File: src/rtl/treq_nwr_sink.sv
// Target-side SRIO write sink: NWRITE/NWRITE_R/SWRITE payload goes to a RAM write port, all other
// treq packets pass through on fwd_*. Optional macro NWR_SINK_LEN_CHECK_EN adds payload length checking.
module treq_nwr_sink #(
    parameter int unsigned RAM_ADDR_WIDTH = 10,
    parameter int unsigned DATA_WIDTH     = 64
) (
    input  logic                      log_clk,
    input  logic                      log_rst,

    input  logic                      treq_tvalid_in,
    output logic                      treq_tready_o,
    input  logic                      treq_tlast_in,
    input  logic [DATA_WIDTH-1:0]     treq_tdata_in,
    input  logic [DATA_WIDTH/8-1:0]   treq_tkeep_in,
    input  logic [31:0]               treq_tuser_in,

    output logic                      fwd_tvalid_o,
    input  logic                      fwd_tready_in,
    output logic                      fwd_tlast_o,
    output logic [DATA_WIDTH-1:0]     fwd_tdata_o,
    output logic [DATA_WIDTH/8-1:0]   fwd_tkeep_o,
    output logic [31:0]               fwd_tuser_o,

    output logic                      ram_wr_en_o,
    output logic [RAM_ADDR_WIDTH-1:0] ram_wr_addr_o,
    output logic [DATA_WIDTH-1:0]     ram_wr_data_o,
    output logic [DATA_WIDTH/8-1:0]   ram_wr_be_o,

    output logic                      nwr_done_o,
    input  logic                      nwr_done_ack_in,
    output logic [33:0]               nwr_addr_o,
    output logic [8:0]                nwr_bytes_o,
    output logic [15:0]               nwr_src_id_o,
    output logic                      nwr_err_o,
    output logic [15:0]               nwr_pkt_cnt_o
);

    typedef enum logic [1:0] {
        StIdle,
        StWrData,
        StFwd,
        StDone
    } state_e;

    state_e                    state_q;
    logic [RAM_ADDR_WIDTH-1:0] ptr_q;
    logic                      ram_wr_en_q;
    logic [RAM_ADDR_WIDTH-1:0] ram_wr_addr_q;
    logic [DATA_WIDTH-1:0]     ram_wr_data_q;
    logic [DATA_WIDTH/8-1:0]   ram_wr_be_q;
    logic [33:0]               addr_q;
    logic [8:0]                bytes_q;
    logic [15:0]               src_id_q;
    logic                      err_q;
    logic [15:0]               pkt_cnt_q;

    logic [3:0]                hdr_ftype;
    logic [3:0]                hdr_ttype;
    logic [7:0]                hdr_size;
    logic [33:0]               hdr_addr;
    logic                      hdr_is_wr;

    assign hdr_ftype = treq_tdata_in[55:52];
    assign hdr_ttype = treq_tdata_in[51:48];
    assign hdr_size  = treq_tdata_in[43:36];
    assign hdr_addr  = treq_tdata_in[33:0];

    // FTYPE 5 with TTYPE 4/5 is NWRITE/NWRITE_R; FTYPE 6 is SWRITE
    assign hdr_is_wr = ((hdr_ftype == 4'd5) && ((hdr_ttype == 4'd4) || (hdr_ttype == 4'd5)))
                     || (hdr_ftype == 4'd6);

    logic unused_hdr_bits;
    assign unused_hdr_bits = ^{treq_tdata_in[63:56], treq_tdata_in[47:44],
                               treq_tdata_in[35:34], treq_tuser_in[15:0]};

`ifdef NWR_SINK_LEN_CHECK_EN
    logic [5:0] beat_cnt_q;
    logic [5:0] exp_beats_q;
    logic [5:0] beat_cnt_nxt;

    // Saturates well above the 32-beat maximum so overruns always mismatch
    assign beat_cnt_nxt = (beat_cnt_q == 6'h3f) ? 6'h3f : beat_cnt_q + 6'd1;
`endif

    always_comb begin
        treq_tready_o = 1'b0;
        fwd_tvalid_o  = 1'b0;
        unique case (state_q)
            StIdle: begin
                if (treq_tvalid_in) begin
                    if (hdr_is_wr) begin
                        treq_tready_o = 1'b1;
                    end else begin
                        fwd_tvalid_o  = 1'b1;
                        treq_tready_o = fwd_tready_in;
                    end
                end
            end
            StWrData: begin
                treq_tready_o = 1'b1;
            end
            StFwd: begin
                fwd_tvalid_o  = treq_tvalid_in;
                treq_tready_o = fwd_tready_in;
            end
            StDone: begin
                treq_tready_o = 1'b0;
            end
        endcase
    end

    assign fwd_tlast_o = treq_tlast_in;
    assign fwd_tdata_o = treq_tdata_in;
    assign fwd_tkeep_o = treq_tkeep_in;
    assign fwd_tuser_o = treq_tuser_in;

    always_ff @(posedge log_clk) begin
        if (log_rst) begin
            state_q       <= StIdle;
            ptr_q         <= '0;
            ram_wr_en_q   <= 1'b0;
            ram_wr_addr_q <= '0;
            ram_wr_data_q <= '0;
            ram_wr_be_q   <= '0;
            addr_q        <= '0;
            bytes_q       <= '0;
            src_id_q      <= '0;
            err_q         <= 1'b0;
            pkt_cnt_q     <= '0;
`ifdef NWR_SINK_LEN_CHECK_EN
            beat_cnt_q    <= '0;
            exp_beats_q   <= '0;
`endif
        end else begin
            ram_wr_en_q <= 1'b0;
            unique case (state_q)
                StIdle: begin
                    if (treq_tvalid_in) begin
                        if (hdr_is_wr) begin
                            addr_q   <= hdr_addr;
                            bytes_q  <= {1'b0, hdr_size} + 9'd1;
                            src_id_q <= treq_tuser_in[31:16];
                            ptr_q    <= hdr_addr[RAM_ADDR_WIDTH+2:3];
`ifdef NWR_SINK_LEN_CHECK_EN
                            beat_cnt_q  <= '0;
                            exp_beats_q <= {1'b0, hdr_size[7:3]} + 6'd1;
`endif
                            if (treq_tlast_in) begin
                                err_q   <= 1'b1;
                                state_q <= StDone;
                            end else begin
                                err_q   <= 1'b0;
                                state_q <= StWrData;
                            end
                        end else if (fwd_tready_in && !treq_tlast_in) begin
                            state_q <= StFwd;
                        end
                    end
                end
                StWrData: begin
                    if (treq_tvalid_in) begin
                        ram_wr_addr_q <= ptr_q;
                        ram_wr_data_q <= treq_tdata_in;
                        ram_wr_be_q   <= treq_tkeep_in;
                        ptr_q         <= ptr_q + RAM_ADDR_WIDTH'(1);
`ifdef NWR_SINK_LEN_CHECK_EN
                        ram_wr_en_q <= (beat_cnt_q < exp_beats_q);
                        beat_cnt_q  <= beat_cnt_nxt;
                        if (treq_tlast_in) begin
                            err_q <= (beat_cnt_nxt != exp_beats_q);
                        end
`else
                        ram_wr_en_q <= 1'b1;
`endif
                        if (treq_tlast_in) begin
                            state_q <= StDone;
                        end
                    end
                end
                StFwd: begin
                    if (treq_tvalid_in && fwd_tready_in && treq_tlast_in) begin
                        state_q <= StIdle;
                    end
                end
                StDone: begin
                    if (nwr_done_ack_in) begin
                        pkt_cnt_q <= pkt_cnt_q + 16'd1;
                        state_q   <= StIdle;
                    end
                end
            endcase
        end
    end

    assign ram_wr_en_o   = ram_wr_en_q;
    assign ram_wr_addr_o = ram_wr_addr_q;
    assign ram_wr_data_o = ram_wr_data_q;
    assign ram_wr_be_o   = ram_wr_be_q;

    assign nwr_done_o    = (state_q == StDone);
    assign nwr_addr_o    = addr_q;
    assign nwr_bytes_o   = bytes_q;
    assign nwr_src_id_o  = src_id_q;
    assign nwr_err_o     = err_q;
    assign nwr_pkt_cnt_o = pkt_cnt_q;

endmodule

File: config.mk
export PLATFORM = sky130hd
export DESIGN_NAME = treq_nwr_sink
export DESIGN_NICKNAME = d
export VERILOG_FILES = /design/src/rtl/treq_nwr_sink.sv
export SDC_FILE = /design/constraint.sdc
export NUM_CORES = 1
export LEC_CHECK = 0
export ABC_CLOCK_PERIOD_IN_PS = 2300
export BUFFER_PORTS_ARGS = -buffer_cell sky130_fd_sc_hd__buf_2
export CELL_PAD_IN_SITES_DETAIL_PLACEMENT = 1
export CELL_PAD_IN_SITES_GLOBAL_PLACEMENT = 2
export CORE_AREA = 2 2 179 181
export CTS_CLUSTER_SIZE = 20
export DETAILED_ROUTE_END_ITERATION = 8
export DIE_AREA = 0 0 181 183
export PLACE_DENSITY_LB_ADDON = 0.1
export SETUP_SLACK_MARGIN = 0.3
export SLEW_MARGIN = 20
export SYNTH_ARGS = -nofsm -noshare
export SYNTH_HDL_FRONTEND = slang
export SYNTH_SLANG_ARGS = --single-unit
File: constraint.sdc
create_clock -name log_clk -period 2.3 [get_ports log_clk]
set_clock_uncertainty 0.2 [all_clocks]
set_input_delay 0.46 -clock log_clk [delete_from_list [all_inputs] [get_ports log_clk]]
set_output_delay 0.46 -clock log_clk [all_outputs]
set_load 0.02 [all_outputs]
==> reports/metrics.yaml <==
syn2layout_area_growth_pct: 36.8
portBuffers: 344
vdd_drop_max_v: 0.000450
post-route-util: 0.325
maxSlewViolCount: 0
hold_class: "input port to flip-flop"
cp.required_ns: 1.64
path_clk_slew_ns: 0.07
drive_gt1_frac: 0.420
max_slew_margin: 0.592
ant_nets: 0
critPathTopFamily: "simple AND/OR/NAND/NOR gates"
max_stage_delay_ns: 0.56
synth_cells: 938
fin_nets: 1307
setup_viol: 1
yosysTopAreaCell: "dfxtp_1"
die_height_um: 183
fill_cells: 3821
worstPathMaxFanout: 2
async_reset_ff_frac: 0
slowest_stage: "or4b_4"
worst_ep_arrival_time_ns: 1.72
htree_levels: 4
synthFlopType: "dfxtp_1"
cellPowerDensity_nw_per_um2: 688
clock_latency_ns: 0.43
yosysSeqAreaShare: 0.461
dp.final_hpwl_um: 19300
drc_errors: 0
fin_crit_sh: 1.04
root_buffer: "clkbuf_16"
worst_pin_slew_ns: 0.612
timing.fmax_mhz: 420
synth_edf_count: 0
synthXorXnorAreaFrac: 0.0189
via_per_inst: 4.44
clk_path_buf_depth: 2
grt_usage: 0.162
synth.area.top_cells: "dfxtp_1 46%, nand2_1 15%, buf_4 11%"
core_region_area_um2: 31200
antennaDiodeCount: 0
path_buf_inv: 2
criticalPathCategory: "input port to primary output"
p_leak_nw: 4.46
yosysWarnings: 0
wl_per_cell_um: 17.3
synth-adder-area-share: 0.00505
hold_buffers: 0
dr.pass1.iters: 4
avgSynthCellArea_um2: 7.92
initial_core_util: 0.238
grt_pass1_vias: 7116
synth_top_family_by_area: "simple AND/OR/NAND/NOR gates"
cp-end-kind: "primary output"
synthDistinctLibCells: 54
gr-total-overflow: 0
fp.dieW_um: 181
netlist_area_um2: 7430
synth_compound_area_frac: 0.158
period_minus_slack_ns: 2.38
drv_cap: 0
dieArea_um2: 33100
crit_chain: "buf_6 > or4b_4 > a211oi_4 > o22ai_2 > a21oi_2 > buf_4"
synth_top_area_frac: 0.461
antenna_found_initial: 0
drt-total-wl_um: 27800
synth.net_count: 1051
cts_tree: "yes"
synth_seq_cells: 171
drt_iter0_markers: 273
gp_congestion: 0.703
violations: "setup timing"
rsz0062_at_grt: "yes"
vias: 7145
grt_pass1_wl_um: 41800
finalHoldViolations: 0
startpoint_type: "input port"
muxShareOfSynthArea: 0.00135
status: "finished, violations left"
synthSimpleGateAreaFrac: 0.214
ios: 377
finalWorstSetupSlack_ns: -0.0830
cts_buffers: 17
cts_sinks: 171
rows: 65
grt_max_degree: 69
holdWs_ns: 0.0651
[placed cells by master (no fill, tap or decap), drive strengths merged, types with 3 or more instances in the layout]
cell type and instances:
dfxtp 171, a21oi 148, nand2b 6, nand4 7
nor2 24, a41o 4, o21ai 10, a311oi 3
clkinv 5, a41oi 6, nor3 3, or3 4
o31ai 4, inv 8, buf 395, and3 4
a211oi 10, nor2b 3, ha 3, clkbuf 26
nand2 295, nand3 15, a31o 5, xor2 12
and4 4, xnor2 4
[state kept, by name (all words and copies together) (netlist names)]
signal,count
nwr_pkt_cnt_o,16
nwr_src_id_o,16
nwr_err_o,1
nwr_addr_o,34
ram_wr_addr_o,10
ram_wr_be_o,8
state_q,2
ptr_q,10
ram_wr_data_o,64
nwr_bytes_o,9
ram_wr_en_o,1
[synthesized netlist by cell type, types with 2 or more instances]
master	number
nand2_1	295
dfxtp_1	171
a21oi_1	148
buf_4	105
clkbuf_1	39
nor2_1	24
buf_2	15
nand3_1	14
xor2_1	12
a211oi_1	9
o21ai_0	9
inv_1	8
a41oi_1	6
nand2b_1	6
a31o_2	5
nand4_1	5
a41o_1	4
and3_1	4
and4_1	4
o31ai_1	4
or3_1	4
xnor2_1	4
a311oi_1	3
ha_1	3
nor2b_1	3
nor3_1	3
nand4_2	2
o32ai_1	2
or2_2	2
[worst reg2reg max path, delay by kind of cell (launching register included)]
kind,cells,cell delay (ns)
AO/OA/AOI/OAI,2,0.40
AND/OR/NAND/NOR,2,0.30
flip-flops,1,0.38
buffers and inverters,3,0.60
[routing by layer]
layer / GRT usage / vias up / share of wire
met3: 0.0506 / 13 / 0.070
met1: 0.201 / 3393 / 0.44
li1: - / 3535 / -
met2: 0.276 / 204 / 0.49
met5: 0 / - / 0
met4: 0.0384 / 0 / 0.0080
[where the power goes]
group	total, mW	internal (mW)	leakage [nW]	switching [mW]
clock network	3.02	1.73	0.287	1.29
logic	0.913	0.316	2.79	0.597
registers	3.06	3.02	1.38	0.0389
total	6.99	5.06	4.46	1.93
[kinds of logic after synthesis]
group                      after synthesis
buffers and inverters                  169
and+or+nand+nor                        376
xor gates and xnor gates                16
muxes                                    1
DFF                                    171
AOI/OAI and AO/OA                      202
adders and majority gates                3
[worst paths after layout]
check	startpoint	to	slack [ns]	cells past startpoint
min	treq_tuser_in[21]	nwr_src_id_o[5]	0.07	3
min reg2reg	nwr_src_id_o[15]	nwr_src_id_o[15]	0.25	2
max	treq_tdata_in[49]	treq_tready_o	-0.08	6
max reg2reg	state_q[0]	nwr_addr_o[6]	0.35	7
[per-stage QoR]
stage               std cells  power (mW)   TNS, ns  worst slack, ns  cell area, um^2
finish                   1609        6.99   -0.0830          -0.0830            10200
global route             1609        7.32    -0.223           -0.143            10200
CTS                      1602        7.08   -0.0970          -0.0970             9740
detailed placement       1564        3.99    -0.141           -0.141             9040
global placement         1564        3.99    -0.136           -0.136             9040
floorplan                 938        3.71  -0.00464         -0.00464             7430
[cell type report]
class / count / area, um^2 / area share
multi-input cells: 598 / 3270 / 0.322
well taps: 402 / 503 / 0.0495
repair buffers: 397 / 2320 / 0.228
inverters: 9 / 33.8 / 0.00332
clock buffers: 24 / 492 / 0.0484
clock inverters: 8 / 110 / 0.0108
flip-flops and latches: 171 / 3440 / 0.338
[timing repair]
item / in CTS / in global routing
setup buffers: 6 / 5
gates resized for setup: 14 / 86
pin swaps: 4 / 47
setup endpoints to repair: 63 / 9
cloned: 0 / 2
Note: power is estimated with default switching activity, not from simulation.
